[config.mk]
export PLATFORM = sky130hd
export DESIGN_NAME = adc_rr_arbiter
export DESIGN_NICKNAME = d
export VERILOG_FILES = /design/src/rtl/cnn1d_pkg.sv /design/src/rtl/adc_rr_arbiter_pick.sv /design/src/rtl/adc_rr_arbiter.sv
export SDC_FILE = /design/constraint.sdc
export NUM_CORES = 1
export LEC_CHECK = 0
export CAP_MARGIN = 20
export CORE_MARGIN = 4
export CORE_UTILIZATION = 40
export DETAILED_ROUTE_END_ITERATION = 12
export GPL_TIMING_DRIVEN = 0
export PLACE_DENSITY = 0.81
export SETUP_SLACK_MARGIN = 0.05
export SYNTH_ARGS = -nofsm -noshare
export SYNTH_HDL_FRONTEND = slang
export SYNTH_HIERARCHICAL = 1
export SYNTH_SLANG_ARGS = --single-unit
[constraint.sdc]
create_clock -name clk -period 2.1 [get_ports clk]
set_input_delay 0.42 -clock clk [delete_from_list [all_inputs] [get_ports clk]]
set_output_delay 0.42 -clock clk [all_outputs]
set_load 0.1 [all_outputs]
[src/rtl/cnn1d_pkg.sv]
// rtl/cnn1d_pkg.sv - shared constants and types for the ADC front-end of the cnn1d datapath
package cnn1d_pkg;

    localparam int ADC_WIDTH  = 16;
    localparam int ADC_NUM_CH = 4;

    typedef enum logic {ARB_IDLE, ARB_GRANT} arb_state_t;

    // Index width for n items, never narrower than one bit.
    function automatic int ch_width(input int n);
        return (n > 1) ? $clog2(n) : 1;
    endfunction

endpackage

[src/rtl/adc_rr_arbiter_pick.sv]
// rtl/adc_rr_arbiter_pick.sv - combinational rotating priority encoder
module rr_priority_pick
    import cnn1d_pkg::*;
#(
    parameter int NUM_CH   = ADC_NUM_CH,
    parameter int CH_WIDTH = ch_width(NUM_CH)
) (
    input  logic [NUM_CH-1:0]   req,
    input  logic [CH_WIDTH-1:0] ptr,
    output logic                found,
    output logic [CH_WIDTH-1:0] idx
);

    logic [CH_WIDTH:0]   sum;
    logic [CH_WIDTH-1:0] cand;

    // Walk from the farthest offset down so the closest requester to ptr wins last.
    always_comb begin
        found = 1'b0;
        idx   = '0;
        sum   = '0;
        cand  = '0;
        for (int i = NUM_CH - 1; i >= 0; i--) begin
            sum = {1'b0, ptr} + (CH_WIDTH + 1)'(i);
            if (sum >= (CH_WIDTH + 1)'(NUM_CH)) begin
                sum = sum - (CH_WIDTH + 1)'(NUM_CH);
            end
            cand = sum[CH_WIDTH-1:0];
            if (req[cand]) begin
                found = 1'b1;
                idx   = cand;
            end
        end
    end

endmodule

[src/rtl/adc_rr_arbiter.sv]
// rtl/adc_rr_arbiter.sv - round-robin burst arbiter feeding one adc2v pipeline from NUM_CH streams
module adc_rr_arbiter
    import cnn1d_pkg::*;
#(
    parameter int NUM_CH = ADC_NUM_CH,
    parameter int BURST  = 8
) (
    input  logic                           clk,
    input  logic                           rst,
    input  logic [NUM_CH-1:0]              ch_valid_in,
    output logic [NUM_CH-1:0]              ch_ready_in,
    input  logic [NUM_CH*ADC_WIDTH-1:0]    ch_data_in,
    output logic                           adc_valid_out,
    input  logic                           adc_ready_out,
    output logic [ADC_WIDTH-1:0]           adc_data_out,
    output logic [ch_width(NUM_CH)-1:0]    adc_ch_out,
    output logic                           adc_last_out
);

    localparam int CH_WIDTH  = ch_width(NUM_CH);
    localparam int CNT_WIDTH = ch_width(BURST);

    arb_state_t            state;
    logic [CH_WIDTH-1:0]   rr_ptr;
    logic [CH_WIDTH-1:0]   grant;
    logic [CNT_WIDTH-1:0]  count;

    logic                  found;
    logic [CH_WIDTH-1:0]   pick;
    logic                  out_free;
    logic                  xfer;
    logic                  at_last;
    logic [CH_WIDTH-1:0]   next_ptr;
    logic [ADC_WIDTH-1:0]  sel_data;

    rr_priority_pick #(
        .NUM_CH   (NUM_CH),
        .CH_WIDTH (CH_WIDTH)
    ) u_pick (
        .req   (ch_valid_in),
        .ptr   (rr_ptr),
        .found (found),
        .idx   (pick)
    );

    assign out_free = ~adc_valid_out | adc_ready_out;
    assign xfer     = (state == ARB_GRANT) & ch_valid_in[grant] & out_free;
    assign at_last  = (count == CNT_WIDTH'(BURST - 1));
    assign next_ptr = (grant == CH_WIDTH'(NUM_CH - 1)) ? '0 : grant + 1'b1;

    always_comb begin
        ch_ready_in = '0;
        if (state == ARB_GRANT) begin
            ch_ready_in[grant] = out_free;
        end
    end

    always_comb begin
        sel_data = '0;
        for (int k = 0; k < NUM_CH; k++) begin
            if (grant == CH_WIDTH'(k)) begin
                sel_data = ch_data_in[k*ADC_WIDTH +: ADC_WIDTH];
            end
        end
    end

    always_ff @(posedge clk or negedge rst) begin
        if (!rst) begin
            state         <= ARB_IDLE;
            rr_ptr        <= '0;
            grant         <= '0;
            count         <= '0;
            adc_valid_out <= 1'b0;
            adc_data_out  <= '0;
            adc_ch_out    <= '0;
            adc_last_out  <= 1'b0;
        end else begin
            // A same-cycle pop and transfer simply overwrites the register.
            if (xfer) begin
                adc_data_out  <= sel_data;
                adc_ch_out    <= grant;
                adc_last_out  <= at_last;
                adc_valid_out <= 1'b1;
            end else if (adc_ready_out) begin
                adc_valid_out <= 1'b0;
            end

            if (state == ARB_IDLE) begin
                if (found) begin
                    grant <= pick;
                    count <= '0;
                    state <= ARB_GRANT;
                end
            end else begin
                // Burst ends on the BURST-th sample or when the channel lets go.
                if (!ch_valid_in[grant] || (xfer && at_last)) begin
                    state  <= ARB_IDLE;
                    rr_ptr <= next_ptr;
                    count  <= '0;
                end else if (xfer) begin
                    count <= count + 1'b1;
                end
            end
        end
    end

endmodule

==> key figures, run 1 <==
Die
  • Chip Width: 76.1 um
  • Io pins: 95
  • Initial core utilization: 42.0%
  • Die span in y: 76.1 um
  • Std-Cell Rows: 24
  • Die area: 5790 um^2
  • Core Footprint: 4410 um^2

Routing
  • DR WL met3: 262 um
  • Via density: 5.38
  • ANT nets after route: 0
  • Drt first pass iters: 4
  • Via Count: 1,812
  • Wl on met1: 2610 um
  • Initial drt markers: 80
  • Met2 wire len: 2820 um
  • Highest routed layer: met4
  • Total wire length: 5830 um
  • WL per Instance: 17.3 um
  • Drc violations: 0

Worst setup path
  • Crit-path cells: clkdlybuf4s50_1 -> nand2b_1 -> clkbuf_4 -> and3_2 -> buf_8
  • Worst endpoint required time: 1.68 ns
  • Setup Crit Path Kind: in2out
  • Crit path max-delay cell type: clkdlybuf4s50_1
  • CP max FO: 9
  • Max incr delay on CP: 0.45 ns
  • CP Launch Type: input port
  • Critical path endpoint category: primary output
  • Critical path arrival: 1.60 ns

Power
  • VDD IR max: 1.41 mV
  • Pwr Density: 1710 nW/um^2
  • P_leak: 1.36 nW
  • Overall power: 5.26 mW

Final layout
  • Non-Filler Instances: 337
  • Fillers: 348
  • Commonest non-fill, non-tap cells in the layout: clkdlybuf4s50_1, nand2_1, dfrtp_1
  • Area Growth Syn to Fin: 65.7%
  • Final design instance area without fill: 3070 um^2
  • Commonest non-fill, non-tap cell in the layout: clkdlybuf4s50_1
  • Antenna cells: 0
  • Final nets: 363
  • Fraction of layout cells with a size suffix above 1: 20.0%

Synthesis
  • Avg Inst Size Synth: 10.2 um^2
  • Syn Nets: 259
  • Yosys synthesis warning count: 6
  • Synth cell types: 31
  • Dominant synthesized flop cell: dfrtp_1
  • Number of synthesized flops with an enable pin: 0
  • Synth top area share: 37.8%
  • Cell area after synthesis: 1850 um^2
  • Synth top area cells: dfrtp_1, mux2_4, a221oi_1
  • Cell taking the most area after synthesis: dfrtp_1
  • Mapped Cells: 182
  • Asr flop ratio synth: 100%
  • Sequential area share after synthesis: 37.8%
  • FF+latch count, synth: 28

GRT
  • Gr ovfl total: 0
  • Initial antenna violation count: 0
  • Largest net degree at the start of global routing: 18
  • Vias in the first global route: 1,864
  • First-pass GRT wire length: 9380 um
  • Tot GR Track Use: 19.6%

Timing
  • Final Hold Fails: 0
  • Fmax achieved: 495 MHz
  • Max Clock Skew: 0.00196 ns
  • WHS: 0.495 ns
  • Final setup margin: 0.0804 ns
  • Final max-slew violation count: 0
  • Max_slew headroom: 33.7%
  • Final Setup Violations: 0
  • Min cycle time layout: 2.02 ns
  • RSZ-0062 raised after global routing: true
  • Crit share post-route: 96.2%
  • Worst-Margin Slew: 0.998 ns

Clock network
  • Reg clk slew, reported paths: 0.10 ns
  • H-Tree Level Count: 1
  • Later-pin clock latency in the skew report: 0.28 ns
  • Longest Clk Path Bufs: 2
  • CTS tree: done
  • CTS Sinks: 28
  • Clock root cell: clkbuf_8
  • Num CTS Buffers: 3

Placed design
  • Placed Cells: 329
  • Port-buffer cells: 94
  • Gpl congestion: 0.807
  • DP HPWL: 4380 um
  • Setup WS pre-CTS: -1.07 ns
  • Placed cell area: 2890 um^2

Run status
  • Outcome: finished clean

Worst hold path
  • Worst hold path class: reg2reg

Flow run
  • Maxcap violations: 0
[routing by layer]
metal	up-vias	track usage, %
met4	0	6.47
met5	-	0
li1	873	-
met2	67	32.1
met1	857	25.6
met3	15	4.02
[logic make-up (layout without fill, tap and decap cells)]
logic type	count (synthesis)	after routing	share of synthesized area [%]
and+or+nand+nor	61	61	16.8
AOI/OAI and AO/OA	47	47	19.4
DFF	28	28	37.8
muxes	22	22	16.9
buffers and inverters	18	121	5.13
adders and majority gates	6	6	4.05
[report_power, final]
part	switching [mW]	internal, mW
registers	0.153	0.785
clock network	0.174	0.168
logic	2.54	1.43
[synthesized netlist by cell type, drive strengths merged (4+ instances only)]
| library cell | instances |
|---|---|
| a221oi | 15 |
| and3 | 4 |
| buf | 5 |
| clkbuf | 9 |
| dfrtp | 28 |
| ha | 6 |
| inv | 4 |
| mux2 | 19 |
| nand2 | 26 |
| nor2 | 7 |
| nor2b | 17 |
| o21ai | 7 |
| o31ai | 15 |
[final cells by class]
type / instances / area, um^2 / area share (%)
Timing Repair Buffer: 100 / 1010 / 32.8
Inverter: 4 / 15.0 / 0.489
Sequential cell: 28 / 703 / 22.9
Buffer: 13 / 126 / 4.11
Multi-Input combinational cell: 136 / 1100 / 35.8
Tap cell: 52 / 65.1 / 2.12
Clock buffer: 4 / 55.1 / 1.79
[stage by stage]
step | setup TNS, ns | util [%]
6_report | 0 | 69.6
3_5_place_dp | -6.31 | 65.5
3_3_place_gp | -5.78 | 64.9
4_1_cts | 0 | 68.5
5_1_grt | 0 | 69.6
2_1_floorplan | 0 | -
[repair_timing]
item,CTS,global route
pin swaps,0,1
resized for setup,71,6
buffers inserted,2,3
hold buffers,0,0
setup endpoints to repair,34,14
[worst max-delay path, delay by kind of cell]
| family | cells | cell delay [ns] |
|---|---|---|
| buf+inv | 3 | 0.84 |
| simple gates | 2 | 0.33 |
[worst paths after layout]
path	start	endpoint	slack, ns	cells past startpoint
worst max-delay path	adc_ready_out	ch_ready_in[0]	0.08	5
worst min-delay path	adc_ch_out[0]$_DFFE_PN0P_	adc_ch_out[0]$_DFFE_PN0P_	0.49	2
worst max register to register	grant[0]$_DFFE_PN0P_	adc_data_out[13]$_DFFE_PN0P_	0.19	7
worst min register to register	adc_ch_out[0]$_DFFE_PN0P_	adc_ch_out[0]$_DFFE_PN0P_	0.49	2
max in group asynchronous	rst	rr_ptr[0]$_DFFE_PN0P_	1.03	2
min in group asynchronous	rst	adc_data_out[6]$_DFFE_PN0P_	0.55	1
[registers in the layout (all words and copies together), names as in the netlist]
name           flops
adc_ch_out         2
adc_data_out      16
adc_last_out       1
adc_valid_out      1
count              3
grant              2
rr_ptr             2
state              1
(Power assumes the default switching activity.)
==> run 2, diff against run 1 <==
PLACE_DENSITY = not set   (was 0.81)
PLACE_DENSITY_LB_ADDON = 0.1   (was not set)
==> run 2 against run 1 <==
Critical path depth did not move; count of clock-buffer cells in the layout fell by 1; setup slack improved by 0.021 ns; largest power group unchanged; core utilization rose by 0.34 points; global-route usage rose by 0.45 points.
==> key figures, run 2 (synthesis results as in run 1) <==
Placed design
  • Port-buffer cells: 94 (unchanged)
  • Gpl congestion: 0.817 (+1.2%)
  • DP HPWL: 4300 um (-1.9%)
  • Setup WS pre-CTS: -1.08 ns (-0.00919 ns)

Power
  • Internal power: 2.48 mW (+4.0%)
  • Clk network pwr share: 8.1% (+1.6 points)
  • Pwr Density: 1740 nW/um^2 (+1.9%)
  • P_leak: 1.36 nW (+0.24%)
  • Sequential Power Share: 17.9% (about the same)
  • VDD IR max: 1.12 mV (-20%)
  • Logic gate share of total power: 74.0% (-1.6 points)
  • Sw frac: 53.9% (-0.68 points)
  • Switching component of the power: 2.90 mW (+1.2%)

Routing
  • Drc violations: 0 (unchanged)
  • WL per Instance: 17.6 um (+1.6%)
  • ANT nets after route: 0 (unchanged)
  • Via density: 5.35 (-0.55%)
  • Drt first pass iters: 5 (+1)
  • Initial drt markers: 78 (-2.5%)
  • Via Count: 1,802 (-0.55%)
  • Total wire length: 5920 um (+1.6%)

Worst setup path
  • R2r setup slk: 0.14 ns (-0.05 ns)
  • CP Launch Type: register
  • Worst endpoint required time: 1.68 ns (about the same)
  • Critical path endpoint category: primary output
  • CP max FO: 10 (+1)
  • Setup Crit Path Kind: reg2out
  • Critical path arrival: 1.58 ns (-0.02 ns)

Clock network
  • Reg clk slew, reported paths: 0.11 ns (about the same)
  • CTS tree: done
  • Later-pin clock latency in the skew report: 0.28 ns (about the same)
  • H-Tree Level Count: 1 (unchanged)
  • Num CTS Buffers: 3 (unchanged)
  • CTS Sinks: 28 (unchanged)
  • Longest Clk Path Bufs: 2 (unchanged)
  • Clock root cell: clkbuf_8
  • Hold buffer count at cts: 0 (unchanged)

Final layout
  • Antenna cells: 0 (unchanged)
  • Final nets: 363 (unchanged)
  • Commonest non-fill, non-tap cells in the layout: clkdlybuf4s50_1, nand2_1, dfrtp_1
  • Largest regs: adc_data_out (16), count (3)
  • Max reg flops: 16 (unchanged)
  • Commonest non-fill, non-tap cell in the layout: clkdlybuf4s50_1
  • Fraction of layout cells with a size suffix above 1: 20.0% (unchanged)
  • Reg with most FFs: adc_data_out
  • Area Growth Syn to Fin: 66.5%

GRT
  • Tot GR Track Use: 20.0% (+0.45 points)
  • First-pass GRT wire length: 9720 um (+3.7%)
  • Initial antenna violation count: 0 (unchanged)
  • Vias in the first global route: 1,913 (+2.6%)
  • Largest net degree at the start of global routing: 18 (unchanged)
  • Gr ovfl total: 0 (unchanged)

Die
  • Chip Width: 76.1 um (unchanged)
  • Die area: 5790 um^2 (unchanged)
  • Initial core utilization: 42.0% (unchanged)
  • Io pins: 95 (unchanged)
  • Std-Cell Rows: 24 (unchanged)
  • Die span in y: 76.1 um (unchanged)
  • Core Footprint: 4410 um^2 (unchanged)

Timing
  • Fmax achieved: 500 MHz (+1.1%)
  • Final Hold Fails: 0 (unchanged)
  • Max Clock Skew: 0.0116 ns (+0.00962 ns)
  • Final Setup Violations: 0 (unchanged)
  • Worst-Margin Slew: 0.998 ns (+0.000572 ns)
  • RSZ-0062 raised after global routing: true
  • WHS: 0.505 ns (+0.0102 ns)
  • Min cycle time layout: 2.00 ns (-0.0212 ns)
  • Setup tns final: 0 ns (unchanged)
  • Crit share post-route: 95.2% (-1.0 points)
  • Final setup margin: 0.102 ns (+0.0212 ns)
  • Max_slew headroom: 33.7% (-0.038 points)
  • Final max-slew violation count: 0 (unchanged)

Flow run
  • Maxcap violations: 0 (unchanged)

Worst hold path
  • Worst hold path class: reg2reg

Run status
  • Outcome: finished clean
[run 2: cell count changes in the layout (fill, tap and decap cells not counted), moves of 2 or more]
cell,previous run,this run
buf_4,5,7
clkbuf_8,6,4
inv_2,2,0
inv_4,0,2
[run 2: through the flow]
stage               cell area (um^2)  instances  power, mW  util, %
finish                          3090        337       5.38     69.9
global route                    3090        337       5.67     69.9
CTS                             3000        332       5.25     68.1
detailed placement              2880        329       4.77     65.2
global placement                2870        328       4.75     64.9
floorplan                       1860        182       3.86        -
[run 2: timing repair]
| item | in CTS | in global routing |
|---|---|---|
| resized for setup | 71 | 10 |
| setup buffers | 0 | 5 |
| setup endpoints to repair | 34 | 11 |
| pin swaps | 1 | 0 |
| cloned | 0 | 0 |
| endpoints found under the hold margin | 0 | 0 |
[run 2: area by class of cell]
class	instances	area [um^2]
buffer	13	123
timing repair buffer	100	995
sequential	28	703
tap	52	65.1
inverter	4	20.0
multi-input combinational	136	1110
fill	359	1330
clock inverter	1	30.0
clock buffer	3	41.3
[run 2: worst paths after layout]
kind / start / to / cells past startpoint
setup reg to reg: grant[0]$_DFFE_PN0P_ / adc_data_out[6]$_DFFE_PN0P_ / 7
setup / recovery: grant[0]$_DFFE_PN0P_ / ch_ready_in[2] / 5
hold reg to reg: adc_data_out[14]$_DFFE_PN0P_ / adc_data_out[14]$_DFFE_PN0P_ / 2
max in group asynchronous: rst / grant[1]$_DFFE_PN0P_ / 2
hold / removal: adc_data_out[14]$_DFFE_PN0P_ / adc_data_out[14]$_DFFE_PN0P_ / 2
min in group asynchronous: rst / adc_data_out[10]$_DFFE_PN0P_ / 1
[run 2: power by group through the flow]
stage / clock network, mW / registers, mW / logic, mW
after detailed placement: 0 / 0.960 / 3.81
after global placement: 0 / 0.948 / 3.80
after global routing: 0.460 / 0.997 / 4.21
after CTS: 0.444 / 0.948 / 3.86
after floorplan: 0 / 2.18 / 1.68
final: 0.437 / 0.962 / 3.98
[run 2: routing by layer]
metal	share of wire (%)	vias to the layer above	track usage [%]
li1	-	874	-
met1	45	851	26.0
met2	47	67	34.2
met3	6.0	10	4.26
met4	1.7	0	4.02
met5	0	-	0
[run 2: worst max-delay path, cell delays in order, from the launching register on]
cell	delay (ns)
dfrtp_2	0.49
inv_4	0.10
ha_4	0.16
clkbuf_8	0.17
and3_2	0.20
buf_12	0.17
==> run 3, diff against run 2 <==
SKIP_CTS_REPAIR_TIMING = 1   (was not set)
==> run 3 against run 2 <==
Combinational power grew 2%; design area grew 1.4%; sequential power down 2.3%.
==> key figures, run 3 (synthesis results as in run 1) <==
Worst setup path
  • CP Launch Type: register
  • Crit path buf inv count: 4 (+1)
  • Critical path arrival: 1.64 ns (+0.06 ns)
  • Setup Crit Path Kind: reg2out
  • Max incr delay on CP: 0.44 ns (-0.05 ns)
  • Worst endpoint required time: 1.68 ns (about the same)
  • Crit-path cells: inv_2 -> ha_1 -> buf_6 -> buf_8 -> and3_4 -> buf_12
  • Crit path max-delay cell type: dfrtp_2
  • Critical path endpoint category: primary output
  • CP max FO: 10 (unchanged)
  • Cell family with most CP delay: buffers and inverters

Timing
  • Final Hold Fails: 0 (unchanged)
  • Crit share post-route: 98.2% (+3.0 points)
  • Fmax achieved: 485 MHz (-3.1%)
  • WHS: 0.496 ns (-0.00923 ns)
  • Final Setup Violations: 0 (unchanged)
  • Min cycle time layout: 2.06 ns (+0.0637 ns)
  • RSZ-0062 raised after global routing: true
  • Worst-Margin Slew: 1.02 ns (+0.0166 ns)
  • Max Clock Skew: 0.00838 ns (-0.00321 ns)
  • Max_slew headroom: 32.2% (-1.5 points)
  • Final max-slew violation count: 0 (unchanged)

GRT
  • Largest net degree at the start of global routing: 18 (unchanged)
  • First-pass GRT wire length: 9450 um (-2.8%)
  • Vias in the first global route: 1,853 (-3.1%)
  • Gr ovfl total: 0 (unchanged)
  • Tot GR Track Use: 19.5% (-0.52 points)
  • Initial antenna violation count: 0 (unchanged)

Routing
  • Drc violations: 0 (unchanged)
  • Via Count: 1,803 (+0.055%)
  • Via density: 5.40 (+0.95%)
  • WL per Instance: 17.4 um (-1.3%)
  • ANT nets after route: 0 (unchanged)
  • Total wire length: 5800 um (-2.1%)
  • Initial drt markers: 51 (-35%)
  • Drt first pass iters: 4 (-1)

Placed design
  • DP HPWL: 4300 um (unchanged)
  • Gpl congestion: 0.817 (unchanged)
  • Port-buffer cells: 94 (unchanged)

Die
  • Die span in y: 76.1 um (unchanged)
  • Chip Width: 76.1 um (unchanged)
  • Initial core utilization: 42.0% (unchanged)
  • Core Footprint: 4410 um^2 (unchanged)
  • Io pins: 95 (unchanged)
  • Std-Cell Rows: 24 (unchanged)
  • Die area: 5790 um^2 (unchanged)

Final layout
  • Antenna cells: 0 (unchanged)
  • Largest regs: adc_data_out (16), count (3)
  • Area Growth Syn to Fin: 68.8%
  • Reg with most FFs: adc_data_out
  • Final core area utilization: 70.9% (+0.96 points)
  • Final nets: 360 (-0.83%)
  • Fillers: 342 (-4.7%)
  • Fraction of layout cells with a size suffix above 1: 19.9% (-0.14 points)
  • Max reg flops: 16 (unchanged)
  • Commonest non-fill, non-tap cells in the layout: clkdlybuf4s50_1, nand2_1, dfrtp_1
  • Commonest non-fill, non-tap cell in the layout: clkdlybuf4s50_1

Clock network
  • CTS Sinks: 28 (unchanged)
  • Clock root cell: clkbuf_8
  • H-Tree Level Count: 1 (unchanged)
  • Reg clk slew, reported paths: 0.09 ns (-0.02 ns)
  • Longest Clk Path Bufs: 2 (unchanged)
  • CTS tree: done
  • Later-pin clock latency in the skew report: 0.28 ns (about the same)
  • Num CTS Buffers: 3 (unchanged)

Run status
  • Outcome: finished clean

Power
  • VDD IR max: 1.21 mV (+8.0%)
  • P_leak: 1.54 nW (+13%)
  • Pwr Density: 1730 nW/um^2 (-0.75%)

Flow run
  • Maxcap violations: 0 (unchanged)

Worst hold path
  • Worst hold path class: reg2reg
-- run 3: where the power goes --
part	internal (mW)	switching (mW)	total [mW]
Sequential	0.785	0.156	0.940
Combinational	1.50	2.54	4.05
Clock	0.255	0.175	0.431
Total	2.54	2.87	5.42
-- run 3: layer usage --
layer  global-route usage [%]  part of all wire, %  up-vias
li1                         -                    -      871
met1                     25.5                   45      856
met2                     33.0                   48       67
met3                     4.26                  5.6        9
met4                     4.02                  1.7        0
met5                        0                    0        -
-- run 3: path summary, 6_finish.rpt --
path,from,endpoint,slack [ns],cells past startpoint
min in group asynchronous,rst,count[2]$_DFFE_PN0P_,0.62,1
setup reg to reg,grant[0]$_DFFE_PN0P_,adc_data_out[5]$_DFFE_PN0P_,0.12,7
hold / removal,adc_ch_out[1]$_DFFE_PN0P_,adc_ch_out[1]$_DFFE_PN0P_,0.50,2
max in group asynchronous,rst,grant[1]$_DFFE_PN0P_,0.89,2
hold reg to reg,adc_ch_out[1]$_DFFE_PN0P_,adc_ch_out[1]$_DFFE_PN0P_,0.50,2
setup / recovery,grant[1]$_DFFE_PN0P_,ch_ready_in[1],0.04,6
-- run 3: cell type report --
type | count | area (um^2) | area share, %
multi-input combinational | 136 | 1120 | 35.7
timing repair buffer | 97 | 1050 | 33.5
sequential | 28 | 703 | 22.5
buffer | 13 | 111 | 3.56
tap | 52 | 65.1 | 2.08
clock buffer | 3 | 41.3 | 1.32
clock inverter | 1 | 30.0 | 0.960
inverter | 4 | 15.0 | 0.480
-- run 3: worst register-to-register path: cells and delay by family (launching register included) --
family                     cells  cell delay (ns)
adders and majority gates      1             0.24
buffers and inverters          2             0.35
muxes                          1             0.20
DFF                            1             0.46
and+or+nand+nor                1             0.24
AOI/OAI and AO/OA              2             0.43
-- run 3: stage by stage --
step / TNS (ns) / setup WS (ns) / instance area (um^2) / power (mW) / instances
after global routing: -0.0504 / -0.0504 / 3130 / 5.72 / 334
after global placement: -6.16 / -1.08 / 2870 / 4.75 / 328
final: 0 / 0.0379 / 3130 / 5.42 / 334
after floorplan: 0 / 0.0376 / 1860 / 3.86 / 182
after detailed placement: -6.34 / -1.08 / 2880 / 4.77 / 329
after CTS: -7.49 / -1.43 / 2950 / 5.24 / 333
==> edit, RTL diff (settings of run 1) <==
Change the package constant `ADC_WIDTH` from 16 to 12.
--- a/src/rtl/cnn1d_pkg.sv
+++ b/src/rtl/cnn1d_pkg.sv
@@ -1,7 +1,7 @@
 // rtl/cnn1d_pkg.sv - shared constants and types for the ADC front-end of the cnn1d datapath
 package cnn1d_pkg;
 
-    localparam int ADC_WIDTH  = 16;
+    localparam int ADC_WIDTH  = 12;
     localparam int ADC_NUM_CH = 4;
 
     typedef enum logic {ARB_IDLE, ARB_GRANT} arb_state_t;
Ports: changed (resized adc_data_out and ch_data_in); port bits go from 95 to 75. No check against the original RTL was run, so the function may have changed too.
==> edit against run 1 <==
Sequential cell count down 4. Count of clock-buffer cells in the layout down 1. Worst setup slack better by 0.0018 ns. Wire length down 21%. Total power down 18%. Final area down 18%. First-iteration DRC count down 1.3%. Area after synthesis down 18%. Highest routed layer unchanged.
==> edit: results (changes against run 1) <==
| Metric | Value |
|---|---|
| Met2 Use GR | 32.8% (+0.74 points) |
| Power Combinational | 3110 uW (-22%) |
| Post-synth cell types | 29 (-6.5%) |
| Filler cell count | 312 (-10%) |
| Met3 global-route usage | 4.49% (+0.47 points) |
| Largest net degree at the start of global routing | 25 (+7) |
| Placer Congestion | 0.791 (-2.0%) |
| Crit path max fanout | 10 (+1) |
| Slowest CP cell | dfrtp_2 |
| Drt wl/cell | 16.2 um (-6.3%) |
| WL final | 4.62 mm (-21%) |
| Sequential cell area | 603 sq um (-14%) |
| Sw Share | 53.8% (-0.78 points) |
| Slew at the pin with the worst max-slew slack | 0.988 ns (-0.00991 ns) |
| Syn_area_per_cell | 9.92 sq um (-2.6%) |
| First-pass GRT wire length | 7.40 mm (-21%) |
| Worst R2R End | adc_data_out[10] |
| Period Utilization, post-route | 96.1% (about the same) |
| Largest registers | adc_data_out x12, count x3 |
| DP Area | 2330 sq um (-19%) |
| Vias in the first global route | 1,486 (-20%) |
| Met2 wire len | 2.39 mm (-15%) |
| Status | completed |
| Fin Clk Skew | 0.00632 ns (+0.00437 ns) |
| Reg power frac | 18.7% (+0.9 points) |
| Pleak | 0.00110 uW (-18%) |
| Hold_ws | 0.486 ns (-0.00820 ns) |
| Syn_nets | 215 (-17%) |
| Met3 WL | 270 um (+3.1%) |
| Worst min-delay path startpoint | adc_data_out[5] |
| Synth top area cells | dfrtp_1, mux2_2, a221oi_1 |
| WL met1 | 1.90 mm (-27%) |
| Hold endpoint | adc_data_out[5] |
| Placed Instances | 276 (-16%) |
| Layout net count | 299 (-18%) |
| Dpl ws | -1.08 ns (-0.00267 ns) |
| Share of cells above drive strength 1 | 20.7% (+0.68 points) |
| GR Util met1 | 22.8% (-2.8 points) |
[edit: cell types whose count changed in the layout (fill, tap and decap cells not counted), moves of 2 or more]
cell / run 1 / this run
clkdlybuf4s50_1: 70 / 54
mux2_4: 15 / 5
mux2_2: 4 / 10
a221oi_1: 15 / 11
dfrtp_1: 26 / 22
dlygate4sd2_1: 20 / 16
nand2_1: 26 / 22
o31ai_1: 15 / 11
nor2b_1: 16 / 13
clkbuf_1: 5 / 3
[edit: cell families after synthesis]
group	Yosys count	synth area share (%)
adder cells (fa/ha/maj)	6	4.91
AND/OR/NAND/NOR	53	17.6
AO/OA/AOI/OAI	39	19.0
multiplexers	18	15.1
buffers and inverters	14	4.10
flip-flops	24	39.3
[edit: cell type report]
class,instances,share of cell area (%)
Clock buffer,3,1.63
Tap cell,48,2.38
Sequential cell,24,23.9
Multi-Input combinational cell,116,35.9
Inverter,4,0.594
Timing Repair Buffer,80,31.6
Clock inverter,1,1.19
Buffer,9,2.77
